## config.mk

```make
export PLATFORM = sky130hd
export DESIGN_NAME = signed_mac_accum
export DESIGN_NICKNAME = d
export VERILOG_FILES = /design/src/rtl/signed_mac_accum_pkg.sv /design/src/rtl/signed_mac_accum_add.sv /design/src/rtl/signed_mac_accum.sv
export SDC_FILE = /design/constraint.sdc
export NUM_CORES = 1
export LEC_CHECK = 0
export ABC_CLOCK_PERIOD_IN_PS = 3500
export CAP_MARGIN = 25
export CORE_MARGIN = 2
export CORE_UTILIZATION = 40
export DETAILED_ROUTE_END_ITERATION = 6
export PLACE_DENSITY_LB_ADDON = 0.15
export SLEW_MARGIN = 20
export SYNTH_ARGS = -nofsm -noshare
export SYNTH_HDL_FRONTEND = slang
export SYNTH_SLANG_ARGS = --single-unit
```

## constraint.sdc

```tcl
create_clock -name clk -period 3.5 [get_ports clk]
set_input_delay 0.7 -clock clk [delete_from_list [all_inputs] [get_ports clk]]
set_output_delay 0.7 -clock clk [all_outputs]
set_load 0.1 [all_outputs]
```

## src/rtl/signed_mac_accum_pkg.sv

```systemverilog
// Shared definitions for the signed multiply-accumulate block: FSM encoding and
// saturation bounds for a signed accumulator of a given width.
package signed_mac_accum_pkg;

  typedef enum logic {
    ACC  = 1'b0,
    HOLD = 1'b1
  } state_e;

  localparam int BOUND_W = 64;

  // Largest value representable in a w-bit two's-complement number.
  function automatic logic signed [BOUND_W-1:0] acc_max(input int w);
    return (64'sd1 <<< (w - 1)) - 64'sd1;
  endfunction

  // Smallest value representable in a w-bit two's-complement number.
  function automatic logic signed [BOUND_W-1:0] acc_min(input int w);
    return -(64'sd1 <<< (w - 1));
  endfunction

endpackage

```

## src/rtl/signed_mac_accum_add.sv

```systemverilog
// Combinational signed adder with overflow detect and optional clamp, reusable by
// any accumulator that needs a saturating or wrapping running sum.
module sat_add_signed
  import signed_mac_accum_pkg::*;
#(
  parameter int A_W   = 16,
  parameter int B_W   = 24,
  parameter int OUT_W = 24,
  parameter int SAT   = 1
) (
  input  logic signed [A_W-1:0]   a,
  input  logic signed [B_W-1:0]   b,
  output logic signed [OUT_W-1:0] sum,
  output logic                    ovf
);

  localparam int MAX_AB = (A_W > B_W) ? A_W : B_W;
  localparam int S_W    = ((MAX_AB > OUT_W) ? MAX_AB : OUT_W) + 1;

  localparam logic signed [OUT_W-1:0] C_MAX = OUT_W'(acc_max(OUT_W));
  localparam logic signed [OUT_W-1:0] C_MIN = OUT_W'(acc_min(OUT_W));

  logic signed [S_W-1:0]   w_a_ext;
  logic signed [S_W-1:0]   w_b_ext;
  logic signed [S_W-1:0]   w_sum;
  logic [S_W-OUT_W:0]      w_top;

  assign w_a_ext = {{(S_W - A_W){a[A_W-1]}}, a};
  assign w_b_ext = {{(S_W - B_W){b[B_W-1]}}, b};
  assign w_sum   = w_a_ext + w_b_ext;

  // The wide sum fits OUT_W exactly when every bit from OUT_W-1 upward matches.
  assign w_top = w_sum[S_W-1:OUT_W-1];
  assign ovf   = !((&w_top) || !(|w_top));

  always_comb begin
    sum = w_sum[OUT_W-1:0];
    if (ovf && (SAT != 0)) begin
      sum = w_sum[S_W-1] ? C_MIN : C_MAX;
    end
  end

endmodule

```

## src/rtl/signed_mac_accum.sv

```systemverilog
// Streams signed products in over valid/ready, sums LEN of them into a saturating
// or wrapping accumulator and presents each result over a second valid/ready port.
module signed_mac_accum
  import signed_mac_accum_pkg::*;
#(
  parameter int P_W   = 16,
  parameter int ACC_W = 24,
  parameter int LEN   = 8,
  parameter int SAT   = 1
) (
  input  logic                       clk,
  input  logic                       rst_n,
  input  logic                       clear,
  input  logic                       in_valid,
  output logic                       in_ready,
  input  logic [P_W-1:0]             in_p,
  output logic                       out_valid,
  input  logic                       out_ready,
  output logic [ACC_W-1:0]           out_acc,
  output logic                       out_ovf,
  output logic [$clog2(LEN+1)-1:0]   count,
  output state_e                     o_dbg_state
);

  // Handshakes: a beat transfers on a rising clk edge where valid && ready are
  // both high; valid never depends on ready, and ready depends only on state.

  localparam int                CNT_W = $clog2(LEN + 1);
  localparam logic [CNT_W-1:0]  LAST  = CNT_W'(LEN - 1);

  state_e                  r_state;
  state_e                  w_state_nxt;
  logic signed [ACC_W-1:0] r_acc;
  logic signed [ACC_W-1:0] w_acc_nxt;
  logic signed [ACC_W-1:0] r_out_acc;
  logic signed [ACC_W-1:0] w_out_acc_nxt;
  logic                    r_ovf;
  logic                    w_ovf_nxt;
  logic                    r_out_ovf;
  logic                    w_out_ovf_nxt;
  logic [CNT_W-1:0]        r_count;
  logic [CNT_W-1:0]        w_count_nxt;
  logic signed [ACC_W-1:0] w_add_sum;
  logic                    w_add_ovf;

  sat_add_signed #(
    .A_W   (P_W),
    .B_W   (ACC_W),
    .OUT_W (ACC_W),
    .SAT   (SAT)
  ) u_add (
    .a   (in_p),
    .b   (r_acc),
    .sum (w_add_sum),
    .ovf (w_add_ovf)
  );

  always_comb begin
    w_state_nxt   = r_state;
    w_acc_nxt     = r_acc;
    w_ovf_nxt     = r_ovf;
    w_count_nxt   = r_count;
    w_out_acc_nxt = r_out_acc;
    w_out_ovf_nxt = r_out_ovf;

    // clear wins over any same-cycle accept or result handshake.
    if (clear) begin
      w_state_nxt = ACC;
      w_acc_nxt   = '0;
      w_ovf_nxt   = 1'b0;
      w_count_nxt = '0;
    end else begin
      case (r_state)
        ACC: begin
          if (in_valid) begin
            w_acc_nxt   = w_add_sum;
            w_ovf_nxt   = r_ovf | w_add_ovf;
            w_count_nxt = r_count + 1'b1;
            if (r_count == LAST) begin
              w_out_acc_nxt = w_add_sum;
              w_out_ovf_nxt = r_ovf | w_add_ovf;
              w_state_nxt   = HOLD;
            end
          end
        end
        HOLD: begin
          if (out_ready) begin
            w_state_nxt = ACC;
            w_acc_nxt   = '0;
            w_ovf_nxt   = 1'b0;
            w_count_nxt = '0;
          end
        end
        default: w_state_nxt = ACC;
      endcase
    end
  end

  always_ff @(posedge clk) begin
    if (!rst_n) begin
      r_state   <= ACC;
      r_acc     <= '0;
      r_ovf     <= 1'b0;
      r_count   <= '0;
      r_out_acc <= '0;
      r_out_ovf <= 1'b0;
    end else begin
      r_state   <= w_state_nxt;
      r_acc     <= w_acc_nxt;
      r_ovf     <= w_ovf_nxt;
      r_count   <= w_count_nxt;
      r_out_acc <= w_out_acc_nxt;
      r_out_ovf <= w_out_ovf_nxt;
    end
  end

  assign in_ready    = (r_state == ACC);
  assign out_valid   = (r_state == HOLD);
  assign out_acc     = r_out_acc;
  assign out_ovf     = r_out_ovf;
  assign count       = r_count;
  assign o_dbg_state = r_state;

endmodule
```

==> flow_metrics.env, run 1 <==
export IMPL_antenna_found_initial=0
export IMPL_syn_area_per_cell_sq_um=8.24
export IMPL_vdd_ir_drop_max_uv=169
export IMPL_crit_path_start="in_p[0]"
export IMPL_cts_tree="done"
export IMPL_p_seq_share_pct=44.3
export IMPL_cp_max_fo=16
export IMPL_worstHoldPathType="register to register"
export IMPL_insertion_delay_ns=0.32
export IMPL_ctsRootBufferMaster="clkbuf_8"
export IMPL_synthToLayoutAreaGrowth_pct=36.7
export IMPL_finalHoldViolations=0
export IMPL_min_period_over_period_pct=96.6
export IMPL_start_util_pct=40.9
export IMPL_critPathCaptureType="register"
export IMPL_die_y_um=95.4
export IMPL_slew_violations=0
export IMPL_crit_chain="clkdlybuf4s50_1, ha_1, fa_1, a211oi_2, o211ai_2, a211oi_2, nor2_2, a2111oi_4, mux2i_4, buf_12, a21oi_1, o21ai_0"
export IMPL_synth_flop_cell="dfxtp_1"
export IMPL_synthMuxAreaShare_pct=0.412
export IMPL_routedWlPerCell_um=15.6
export IMPL_reg2reg_depth=11
export IMPL_core_area_sq_mm=0.00818
export IMPL_setup_viol=0
export IMPL_clock_fmax_mhz=296
export IMPL_synth_top_family_by_area="compound AO/OA/AOI/OAI gates"
export IMPL_antenna_cells=0
export IMPL_gp_congestion=0.884
export IMPL_clock_sinks=55
export IMPL_cp_arrival_ns=3.57
export IMPL_wirelength_um=9690
export IMPL_cp_start_kind="input port"
export IMPL_synth_xor_area_share_pct=6.02
export IMPL_globalRouteOverflowTotal=0
export IMPL_synth_compound_area_share_pct=34.9
export IMPL_io_buffers=52
export IMPL_internal_power_mw=1.00
export IMPL_mostFrequentLayoutCells="a21oi_1 (75), buf_4 (74), dfxtp_1 (55)"
export IMPL_p_leak_nw=1.92
export IMPL_slew_limit_headroom_pct=33.7
export IMPL_r2r_start="r_acc[0]"
export IMPL_netlist_area_sq_mm=0.00334
export IMPL_drc=0
export IMPL_crit_required_ns=3.69
export IMPL_synthAdderAreaFrac_pct=9.95
export IMPL_netSwitchingFraction_pct=32.0
export IMPL_drive_gt1_share_pct=20.1
export IMPL_rows=33
export IMPL_cts_buffers=5
export IMPL_track_usage_pct=21.8
export IMPL_ys_warn_count=0
export IMPL_crit_top_cell="a211oi_2"
export IMPL_outcome="finished, final reports clean"
export IMPL_power_density_mw_per_mm2=323
export IMPL_h_tree_depth=2
export IMPL_vias=3359
export IMPL_period_needed_ns=3.38
export IMPL_switching_power_mw=0.472
export IMPL_post_cts_hold_buffer_count=0
export IMPL_grt_pass1_wl_um=15500
export IMPL_synth_cell_types=56
export IMPL_setup_worst_path_class="input port to register"
export IMPL_viasPerCell=5.39
export IMPL_power_share_clock_pct=25.2
export IMPL_worst_r2r_endpoint="r_acc[7]"
export IMPL_synth_seq_area_share_pct=32.9
export IMPL_grt_pass1_vias=3203
export IMPL_firstDrtPassIters=4
export IMPL_p_comb_share_pct=30.6
export IMPL_dieArea_sq_mm=0.00911
export IMPL_yosys_area_share_simple_pct=11.9
export IMPL_fin_skew_ns=0.0122
export IMPL_crit_slowest_cell="clkdlybuf4s50_1"
export IMPL_ys_ff_latch=55
export IMPL_grt_max_degree=36
export IMPL_layout_commonest_cell="a21oi_1"
export IMPL_worst_pin_slew_ns=0.991
export IMPL_synth_async_reset_ratio_pct=0
export IMPL_synth_edf_count=0
export IMPL_post_dp_hpwl_um=7210
export IMPL_crit_path_max_incr_delay_ns=0.40
export IMPL_nFillCells=793
export IMPL_cts_max_path_buffers=2
export IMPL_final_util_pct=55.9
export IMPL_crit_end="r_acc[7]"
export IMPL_reg2reg_slack_ns=0.58
export IMPL_clkTransAtPathRegs_ns=0.10
export IMPL_syn_inst=406
export IMPL_num_io_pins=53
export IMPL_syn_num_nets=453
export IMPL_die_w_um=95.4
export IMPL_fin_nets=564
export IMPL_drt_iter0_drc=111
export IMPL_timing_setup_tns_ns=0
export IMPL_maxCapViolations=0
export IMPL_ant_nets=0
==> metal layers <==
| layer | GRT usage, % | up-vias | share of wire [%] |
|---|---|---|---|
| met3 | 3.32 | 9 | 3.0 |
| met4 | 4.64 | 0 | 1.0 |
| met5 | 0 | - | 0 |
| met1 | 28.4 | 1581 | 48 |
| met2 | 38.0 | 57 | 48 |
| li1 | - | 1712 | - |
==> repair_timing <==
action | CTS | global route
setup endpoints to repair | 0 | 44
gates resized for setup | 0 | 5
buffers inserted | 0 | 1
hold endpoints to repair | 0 | 0
==> per-stage QoR <==
step	worst slack, ns	instance area (sq um)	cells	power (mW)	hold slack [ns]
6_report	0.120	4570	623	1.48	0.457
4_1_cts	0.0368	4530	622	1.47	0.459
3_3_place_gp	-0.294	4440	614	1.10	0.438
3_5_place_dp	-0.296	4440	614	1.11	0.445
2_1_floorplan	0.275	3340	406	0.930	0.429
5_1_grt	-0.00738	4570	623	1.54	0.476
==> how the worst min path moves through the flow <==
| stage | from | cells past startpoint | end | slack [ns] |
|---|---|---|---|---|
| after floorplan | r_acc[4] | 2 | r_acc[4] | 0.43 |
| after global placement | r_acc[4] | 2 | r_acc[4] | 0.44 |
| after detailed placement | r_acc[13] | 2 | r_acc[13] | 0.45 |
| after CTS | r_acc[13] | 2 | r_acc[13] | 0.46 |
| after global routing | r_acc[8] | 2 | r_acc[8] | 0.48 |
| final | r_acc[13] | 2 | r_acc[13] | 0.46 |
==> synthesized netlist by cell type (all sizes together), types with 2 or more instances <==
library cell / number / area share, %
nor2: 17 / 2.0
inv: 6 / 0.67
ha: 25 / 9.4
a2111oi: 2 / 1.6
a41oi: 2 / 0.52
and2: 2 / 0.37
o21bai: 3 / 0.67
o21a: 6 / 1.3
or2: 2 / 0.37
a211oi: 10 / 2.5
o211ai: 3 / 0.82
dfxtp: 55 / 33
nand3: 5 / 0.75
nor2b: 2 / 0.37
a21oi: 81 / 13
buf: 10 / 2.0
nand2b: 4 / 0.75
a21o: 7 / 1.6
nor3: 3 / 0.45
o31ai: 3 / 0.67
o21ai: 51 / 7.6
xor2: 11 / 2.9
o2bb2ai: 2 / 0.71
nand4: 3 / 0.56
a31oi: 4 / 0.75
clkbuf: 10 / 1.1
nand2: 47 / 5.4
xnor2: 12 / 3.1
==> state kept, by name, summed over array words and instances, names as in the netlist <==
name,count
r_ovf,1
out_ovf,1
out_acc,24
count,4
r_acc,24
o_dbg_state,1
==> area by class of cell <==
class,count,area [sq um],share of cell area [%]
clock buffers,6,72.6,1.59
clock inverters,2,16.3,0.356
inverters,6,22.5,0.492
multi-input cells,325,2150,47.1
flip-flops and latches,55,1100,24.1
well taps,105,131,2.87
repair buffers,124,1080,23.5
==> worst max-delay path, delay by kind of cell <==
family,cells,cell delay (ns)
buf+inv,2,0.58
compound gates,6,1.36
fa+ha+maj,2,0.62
mux,1,0.17
simple gates,1,0.12
==> power groups by stage <==
stage	Combinational [mW]	Sequential [mW]	Clock, mW
global placement	0.434	0.667	0
floorplan	0.260	0.670	0
detailed placement	0.438	0.668	0
CTS	0.441	0.654	0.376
global route	0.494	0.656	0.395
finish	0.451	0.654	0.372
==> logic make-up (layout without fill, tap and decap cells) <==
| group | Yosys count | in the layout |
|---|---|---|
| AO/OA/AOI/OAI | 186 | 186 |
| XOR/XNOR | 23 | 23 |
| adder cells (fa/ha/maj) | 26 | 26 |
| buffers and inverters | 26 | 138 |
| flip-flops | 55 | 55 |
| multiplexers | 1 | 1 |
| AND/OR/NAND/NOR | 89 | 89 |
Power figures use the tool's default switching activity.
==> inputs of run 2 (changes only) <==
CORE_MARGIN = 3   (was 2)
==> run 2 against run 1 <==
  * Clock-buffer cell count is 1 higher
  * Via count decreased by 0.98%
  * Design area is 3.0% lower
  * Wire length fell by 0.63%
  * Total power is 0.35% lower
  * Setup slack worse by 0.0092 ns
  * Critical path depth unchanged
  * Hold slack gained 0.0020 ns
  * Largest cell class unchanged
  * Highest routed layer unchanged
==> flow_metrics.env, run 2 (synthesized netlist as in run 1, its figures left out) <==
export IMPL_outcome="finished, final reports clean"
export IMPL_critPathCaptureType="register"
export IMPL_ant_nets=0
export IMPL_fin_skew_ns=0.00984
export IMPL_cts_buffers=5
export IMPL_gp_congestion=0.887
export IMPL_post_dp_hpwl_um=6930
export IMPL_cp_start_kind="input port"
export IMPL_h_tree_depth=2
export IMPL_core_area_sq_mm=0.00793
export IMPL_wirelength_um=9630
export IMPL_reg2reg_depth=11
export IMPL_clock_fmax_mhz=295
export IMPL_cts_max_path_buffers=2
export IMPL_start_util_pct=42.2
export IMPL_vdd_ir_drop_max_uv=188
export IMPL_dp_slack_ns=-0.310
export IMPL_finalHoldViolations=0
export IMPL_drc=0
export IMPL_viasPerCell=5.55
export IMPL_holdWs_ns=0.459
export IMPL_cts_tree="done"
export IMPL_multi_input_area_sq_mm=0.00218
export IMPL_min_delay_start="r_acc[13]"
export IMPL_path_buf_inv=2
export IMPL_design_area_sq_mm=0.00443
export IMPL_nFillCells=768
export IMPL_globalRouteOverflowTotal=0
export IMPL_setup_worst_path_class="input port to register"
export IMPL_crit_path_max_incr_delay_ns=0.41
export IMPL_rows=32
export IMPL_reg2reg_slack_ns=0.60
export IMPL_fin_nets=543
export IMPL_io_buffers=52
export IMPL_grt_max_degree=37
export IMPL_clkTransAtPathRegs_ns=0.11
export IMPL_slew_violations=0
export IMPL_crit_family="compound AO/OA/AOI/OAI gates"
export IMPL_cp_max_fo=8
export IMPL_setup_ws_ns=0.111
export IMPL_die_y_um=97.4
export IMPL_die_w_um=97.4
export IMPL_num_io_pins=53
export IMPL_crit_required_ns=3.70
export IMPL_worstHoldPathType="register to register"
export IMPL_crit_slowest_cell="clkdlybuf4s50_1"
export IMPL_clock_sinks=55
export IMPL_worst_pin_slew_ns=0.980
export IMPL_min_period_over_period_pct=96.8
export IMPL_drt_iter0_drc=220
export IMPL_mostFrequentLayoutCells="a21oi_1 (68), dfxtp_1 (55), buf_4 (50)"
export IMPL_crit_top_cell="a21oi_1"
export IMPL_track_usage_pct=20.1
export IMPL_cp_arrival_ns=3.59
export IMPL_drive_gt1_share_pct=17.9
export IMPL_dpl_cell_area_sq_mm=0.00425
export IMPL_maxCapViolations=0
export IMPL_holdPathEnd="r_acc[13]"
export IMPL_synthToLayoutAreaGrowth_pct=32.6
export IMPL_slew_limit_headroom_pct=34.4
export IMPL_hold_depth=2
export IMPL_grt_pass1_vias=3191
export IMPL_firstDrtPassIters=4
export IMPL_ctsRootBufferMaster="clkbuf_8"
export IMPL_routedWlPerCell_um=16.1
export IMPL_setup_viol=0
export IMPL_power_density_mw_per_mm2=332
export IMPL_layout_commonest_cell="a21oi_1"
export IMPL_p_leak_nw=1.82
export IMPL_period_needed_ns=3.39
export IMPL_seqCellArea_sq_mm=0.00110
export IMPL_worst_r2r_endpoint="out_acc[0]"
export IMPL_vias=3326
export IMPL_antenna_cells=0
export IMPL_dieArea_sq_mm=0.00949
export IMPL_antenna_found_initial=0
export IMPL_grt_pass1_wl_um=15800
export IMPL_timing_setup_tns_ns=0
export IMPL_insertion_delay_ns=0.32
export IMPL_crit_chain="clkdlybuf4s50_1, ha_1, fa_2, a211oi_4, o211ai_2, a211oi_2, nor2_2, a2111oi_4, mux2i_4, buf_4, a21oi_1, a21oi_1"
export IMPL_r2r_start="r_acc[0]"
## run 2: worst reg2reg max path: cells and delay by family, from the launching register on
family | cells | cell delay (ns)
AO/OA/AOI/OAI | 6 | 1.37
adder cells (fa/ha/maj) | 2 | 0.59
flip-flops | 1 | 0.33
buffers and inverters | 1 | 0.21
multiplexers | 1 | 0.17
AND/OR/NAND/NOR | 1 | 0.12
## run 2: worst max-delay path by stage
stage                        from          end  slack (ns)  cells after the start
final                     in_p[0]   out_acc[0]        0.11                     12
after global routing      in_p[0]    r_acc[19]       -0.04                     13
after CTS                 in_p[0]  out_acc[16]        0.02                     12
after detailed placement  in_p[0]  out_acc[16]       -0.31                     12
after global placement    in_p[0]   out_acc[2]       -0.24                     12
after floorplan           in_p[0]    r_acc[12]        0.27                     12
## run 2: what timing repair did
| action | 4_1_cts | 5_1_grt |
|---|---|---|
| setup endpoints to repair | 0 | 44 |
| hold buffers | 0 | 0 |
| gates resized for setup | 0 | 14 |
| setup buffers | 0 | 1 |
| hold endpoints to repair | 0 | 0 |
## run 2: metrics by stage
stage / power (mW) / instances / util (%)
floorplan: 0.930 / 406 / -
global placement: 1.07 / 588 / 53.6
detailed placement: 1.07 / 588 / 53.6
CTS: 1.45 / 596 / 54.8
global route: 1.55 / 599 / 55.9
finish: 1.47 / 599 / 55.9
## run 2: report_power, final
part / switching (mW) / internal [mW] / leakage [nW]
clock: 0.224 / 0.163 / 0.0484
sequential: 0.0121 / 0.642 / 0.445
combinational: 0.231 / 0.198 / 1.32
## run 2: routing by layer
metal  share of wire, %  track usage (%)  routed length (um)  up-vias
li1                   -                -                   -     1669
met1                 49             27.8                4680     1581
met2                 47             32.9                4500       65
met3                3.6             2.73                 342       11
met4                1.2             5.22                 114        0
met5                  0                0                   0        -
## run 2: layout make-up
class	instances	area share [%]
clock buffer	7	1.95
inverter	6	0.508
sequential	55	24.8
clock inverter	1	0.198
multi-input combinational	325	49.2
tap	102	2.88
timing repair buffer	103	20.5
